[src/rtl/rv32i_pkg.sv]
// Shared RV32I encoding constants, FSM state type and instruction builders
// used by the load-immediate expander.
package rv32i_pkg;

   localparam logic [6:0]  OPC_LUI     = 7'b0110111;
   localparam logic [6:0]  OPC_OP_IMM  = 7'b0010011;
   localparam logic [2:0]  FUNCT3_ADDI = 3'b000;
   localparam logic [31:0] NOP         = 32'h0000_0013;   // ADDI x0,x0,0

   // Legacy state encodings, kept so external probes see the same values
   localparam logic [1:0] ST_IDLE_ENC   = 2'd0;
   localparam logic [1:0] ST_FIRST_ENC  = 2'd1;
   localparam logic [1:0] ST_SECOND_ENC = 2'd2;

   typedef enum logic [1:0] {
      IDLE   = ST_IDLE_ENC,
      FIRST  = ST_FIRST_ENC,
      SECOND = ST_SECOND_ENC
   } state_t;

   typedef enum logic [1:0] {
      CLS_SHORT      = 2'd0,
      CLS_UPPER_ONLY = 2'd1,
      CLS_SPLIT      = 2'd2
   } imm_class_t;

   function automatic logic [31:0] enc_lui(input logic [19:0] imm20,
                                           input logic [4:0]  rd);
      return {imm20, rd, OPC_LUI};
   endfunction

   function automatic logic [31:0] enc_addi(input logic [11:0] imm12,
                                            input logic [4:0]  rs1,
                                            input logic [4:0]  rd);
      return {imm12, rs1, FUNCT3_ADDI, rd, OPC_OP_IMM};
   endfunction

endpackage

[src/rtl/imm_split.sv]
// Splits a 32-bit constant into LUI/ADDI immediates and classifies how many
// instructions are needed to materialise it. Purely combinational.
module imm_split
   import rv32i_pkg::*;
(
   input  logic [31:0] value,
   output logic [19:0] hi,
   output logic [11:0] lo,
   output imm_class_t  cls
);

   // Immediate split and classification of the incoming constant
   always_comb begin
      // (value + 0x800) >> 12 mod 2^20: the carry out of bit 11 is exactly
      // value[11], so rounding reduces to adding that bit to the upper field.
      hi = value[31:12] + {19'd0, value[11]};
      lo = value[11:0];
      if ((value[31:11] == '0) || (value[31:11] == '1)) begin
         cls = CLS_SHORT;
      end else if (lo == '0) begin
         cls = CLS_UPPER_ONLY;
      end else begin
         cls = CLS_SPLIT;
      end
   end

endmodule

[src/rtl/li_expander.sv]
// Load-immediate expander: turns a (rd, constant) request into one ADDI, one
// LUI, or an LUI+ADDI pair, presented one instruction at a time on a
// valid/ready output with registered outputs.
module li_expander
   import rv32i_pkg::*;
#(
   parameter int unsigned DATA_BUS_WIDTH = 32   // only 32 is supported
)(
   input  logic                      clk,
   input  logic                      rst,
   input  logic                      in_valid,
   output logic                      in_ready,
   input  logic [4:0]                in_rd,
   input  logic [DATA_BUS_WIDTH-1:0] in_value,
   output logic                      out_valid,
   input  logic                      out_ready,
   output logic [DATA_BUS_WIDTH-1:0] out_instr,
   output logic                      out_last
);

   state_t      state;
   logic [4:0]  rd_q;
   logic [11:0] lo_q;

   logic [19:0] split_hi;
   logic [11:0] split_lo;
   imm_class_t  split_cls;
   logic        accept;

   imm_split u_imm_split (
      .value (in_value),
      .hi    (split_hi),
      .lo    (split_lo),
      .cls   (split_cls)
   );

   // Request handshake qualifier
   always_comb begin
      accept = in_valid && in_ready;
   end

   // Sequencer: registers the request and walks through its instruction(s)
   always_ff @(posedge clk or posedge rst) begin
      if (rst) begin
         state     <= IDLE;
         in_ready  <= 1'b0;
         out_valid <= 1'b0;
         out_last  <= 1'b0;
         out_instr <= NOP;
         rd_q      <= '0;
         lo_q      <= '0;
      end else begin
         case (state)
            IDLE: begin
               if (accept) begin
                  rd_q      <= in_rd;
                  lo_q      <= split_lo;
                  in_ready  <= 1'b0;
                  out_valid <= 1'b1;
                  state     <= FIRST;
                  case (split_cls)
                     CLS_SHORT: begin
                        out_instr <= enc_addi(split_lo, 5'd0, in_rd);
                        out_last  <= 1'b1;
                     end
                     CLS_UPPER_ONLY: begin
                        out_instr <= enc_lui(split_hi, in_rd);
                        out_last  <= 1'b1;
                     end
                     default: begin
                        out_instr <= enc_lui(split_hi, in_rd);
                        out_last  <= 1'b0;
                     end
                  endcase
               end else begin
                  in_ready <= 1'b1;
               end
            end

            FIRST: begin
               if (out_ready) begin
                  if (out_last) begin
                     state     <= IDLE;
                     in_ready  <= 1'b1;
                     out_valid <= 1'b0;
                     out_last  <= 1'b0;
                     out_instr <= NOP;
                  end else begin
                     state     <= SECOND;
                     out_instr <= enc_addi(lo_q, rd_q, rd_q);
                     out_last  <= 1'b1;
                  end
               end
            end

            SECOND: begin
               if (out_ready) begin
                  state     <= IDLE;
                  in_ready  <= 1'b1;
                  out_valid <= 1'b0;
                  out_last  <= 1'b0;
                  out_instr <= NOP;
               end
            end

            default: begin
               state     <= IDLE;
               in_ready  <= 1'b0;
               out_valid <= 1'b0;
               out_last  <= 1'b0;
               out_instr <= NOP;
            end
         endcase
      end
   end

endmodule

[config.mk]
export PLATFORM = sky130hd
export DESIGN_NAME = li_expander
export DESIGN_NICKNAME = d
export VERILOG_FILES = /design/src/rtl/rv32i_pkg.sv /design/src/rtl/imm_split.sv /design/src/rtl/li_expander.sv
export SDC_FILE = /design/constraint.sdc
export NUM_CORES = 1
export LEC_CHECK = 0
export ABC_AREA = 1
export CAP_MARGIN = 20
export CORE_ASPECT_RATIO = 1.1
export CORE_MARGIN = 1.5
export CORE_UTILIZATION = 35
export DETAILED_ROUTE_END_ITERATION = 10
export GPL_TIMING_DRIVEN = 0
export PLACE_DENSITY = 0.7
export SETUP_SLACK_MARGIN = 0.02
export SKIP_CTS_REPAIR_TIMING = 1
export SLEW_MARGIN = 15
export SYNTH_ARGS = -nofsm -noshare
export SYNTH_HDL_FRONTEND = slang
export SYNTH_HIERARCHICAL = 1
export SYNTH_SLANG_ARGS = --single-unit
[constraint.sdc]
create_clock -name clk -period 1.65 [get_ports clk]
set_input_delay 0.495 -clock clk [delete_from_list [all_inputs] [get_ports clk]]
set_output_delay 0.495 -clock clk [all_outputs]
set_load 0.005 [all_outputs]
==> flow_metrics.tcl <==
set metrics [dict create \
    status "finished, final reports clean" \
    wl_met2_um 4490 \
    worst_path_most_repeated_cell "nand2_1" \
    p_sw_share_pct 39.1 \
    wire_per_inst_um 12.5 \
    clock_latency_ns 0.30 \
    criticalPathCategory "input port to flip-flop" \
    numCtsBuffers 5 \
    finalSetupTns_ns 0 \
    combPwrFrac_pct 55.0 \
    worstPathMaxFanout 5 \
    cp.required_ns 1.85 \
    p_clk_share_pct 14.3 \
    setup_viol 0 \
    stdcell_count 708 \
    internal_power_mw 3.84 \
    finalInstanceArea_um2 5000 \
    wl_met1_um 3740 \
    r2r_end "state[1]" \
    path_clk_slew_ns 0.09 \
    fp.dieArea_um2 9950 \
    ir_drop_uv 569 \
    globalplace.congestion 0.856 \
    rsz0062_at_grt "true" \
    syn-cell-area_um2 3280 \
    min_to "out_instr[8]" \
    hpwl_um 6450 \
    min_from "out_instr[8]" \
    cts_max_path_buffers 2 \
    hold_path_depth 2 \
    holdCritPathClass "flip-flop to flip-flop" \
    yosysTopAreaCell "dfrtp_1" \
    period_share_pct 98.2 \
    crit_slowest_cell "nor3_4" \
    drc 0 \
    die_x_um 95.3 \
    num_rows 36 \
    wirelength_um 8830 \
    num-fill-cells 830 \
    initial_core_util_pct 36.6 \
    drive_gt1_share_pct 37.5 \
    grt_max_degree 49 \
    synth_area_per_cell_um2 6.90 \
    yosysSeqAreaShare_pct 36.7 \
    power_leakage_nw 3.00 \
    antenna_cells 0 \
    tightest_slew_ns 0.559 \
    dieHeight_um 104 \
    hold_ws_ns 0.484 \
    worstPathCellList "clkbuf_2 -> nor2_2 -> nand2_2 -> nor3_4 -> inv_2 -> nor2_4 -> inv_2 -> nand2_4 -> buf_6 -> nand2_1 -> nand3_1 -> nand2_1 -> nand2_1 -> nand2_1" \
    tritoncts "built" \
    end_kind "flip-flop" \
    worstPathArrival_ns 1.82 \
    via_per_inst 4.60 \
    io_buffers 70 \
    dp_slack_ns -1.05 \
    hold_viol 0 \
    r2r_start "state[0]" \
    route.top_layer_used "met4" \
    ys_seq_elements 48 \
    area_growth_pct 52.7 \
    grt_overflow 0 \
    dp_cells 662 \
    critical_path_buf_inv_count 4 \
    dr.pass1.iters 4 \
    cpPeakStageDelay_ns 0.22 \
    yosysUniqueCellTypes 31 \
    grt.total_usage_pct 16.9 \
    grt_pass1_wl_um 13400 \
    syn_inst 475 \
    ys_top_cells_by_area "dfrtp_1 (37%), nand2_1 (23%), inv_1 (5.6%), buf_4 (4.8%), nor2_1 (4.2%)" \
    grt_pass1_vias 2902 \
    dpl_cell_area_um2 4200 \
    seqPwrFrac_pct 30.8 \
    pwr_density_cell_nw_per_um2 1260 \
    nNetsFinal 642 \
    worst_clock_skew_ns 0.00669 \
    start_kind "input port" \
    crit_family "simple AND/OR/NAND/NOR gates" \
    power_mw 6.31 \
    cts.sinks 48 \
    cts-htree-levels 2 \
    fin_crit_ns 1.62 \
    max_freq_ghz 0.617 \
    fin_ws_ns 0.0296 \
    fin_util_pct 55.8 \
    report.final.slew_viol_count 0 \
    p_sw_mw 2.47 \
    r2r_cells 8 \
    core_um2 8960 \
    drt-initial-drc-count 131 \
    synth_top_area_share_pct 36.7 \
    synth_warnings 6 \
    num_vias 3260 \
    reg2reg_slack_ns 0.11 \
    ant_nets 0 \
    relSlewSlack_pct 62.7 \
    maxCapViolCount 0 \
    clockRootBuffer "clkbuf_8" \
    wl_met3_um 420 \
    antenna_found_initial 0 \
    io_pins 76 \
]
[cells in the mapped netlist]
library cell    n
nand2_2         6
conb_1          2
dfrtp_1        48
a21oi_1         2
nor3_1          3
o21ai_2         6
buf_6           4
inv_4           1
nor2_1         37
clkbuf_1        1
inv_1          49
ha_1            8
nor2_4          1
xor2_1          5
inv_2           2
o21a_1          1
nand3b_1        5
clkinv_2        1
buf_2           7
nor2_2          2
xor2_2          1
buf_4          21
nand3_2         3
nand3_1        26
nor2_8          1
nand2_1       198
xnor2_1         6
nand2_4         1
o21bai_2        1
o21ai_0        25
nand3_4         1
[power by group through the flow]
stage / clock network, mW / logic, mW / registers [mW]
floorplan: 0 / 1.88 / 1.97
global placement: 0 / 2.99 / 1.98
detailed placement: 0 / 3.05 / 2.00
CTS: 0.913 / 3.06 / 1.98
global route: 0.965 / 3.88 / 2.00
finish: 0.900 / 3.47 / 1.94
[layout by cell type (no fill, tap or decap), drive strengths merged]
| cell | n |
|---|---|
| nand2 | 205 |
| buf | 88 |
| inv | 52 |
| dfrtp | 48 |
| nor2 | 41 |
| o21ai | 31 |
| dlymetal6s2s | 30 |
| nand3 | 30 |
| clkbuf | 21 |
| clkdlybuf4s50 | 8 |
| ha | 8 |
| xnor2 | 6 |
| xor2 | 6 |
| nand3b | 5 |
| conb | 5 |
| nor3 | 3 |
| a21oi | 2 |
| o21bai | 1 |
| clkinvlp | 1 |
| o21a | 1 |
| bufinv | 1 |
| clkinv | 1 |
[per-layer routing]
layer / track usage, % / vias up
li1: - / 1655
met5: 0 / -
met2: 28.9 / 83
met4: 4.90 / 0
met3: 1.90 / 14
met1: 22.1 / 1508
[flip-flops by register name (all words and copies together) (netlist names)]
name and count:
in_ready 1, lo_q 12, out_instr 26, out_last 1, out_valid 1, rd_q 5
state 2
[worst min-delay path: stages (launching register included)]
cell     delay [ns]
dfrtp_1        0.35
nand2_1        0.05
nand2_1        0.05
[logic make-up (layout without fill, tap and decap cells)]
group | after synthesis | count (layout) | share of synthesized area (%)
xor+xnor | 12 | 12 | 3.44
buf+inv | 86 | 202 | 13.6
simple gates | 284 | 284 | 36.8
fa+ha+maj | 8 | 8 | 3.05
other cells | 2 | 5 | 0.229
compound gates | 35 | 35 | 6.30
flops | 48 | 48 | 36.7
[final cells by class]
type                            instances  area (um^2)  area share [%]
Clock inverter                          2         38.8           0.775
Tap cell                              114          143            2.85
Multi-Input combinational cell        344         2030            40.6
Clock buffer                            6         82.6            1.65
Inverter                               53          208            4.15
Sequential cell                        48         1200            24.0
Buffer                                 33          270            5.40
Timing Repair Buffer                  108         1030            20.5
[worst max-delay path by stage]
stage | start | to | slack, ns | depth (start not counted)
floorplan | in_value[11] | out_instr[24] | -0.04 | 13
detailed placement | in_value[11] | out_instr[20] | -1.05 | 14
finish | in_value[10] | out_instr[26] | 0.03 | 14
CTS | in_value[11] | out_instr[20] | -0.73 | 14
global placement | in_value[11] | out_instr[20] | -0.95 | 14
global route | in_value[11] | out_instr[26] | -0.06 | 16
Note: power is estimated with default switching activity, not from simulation.
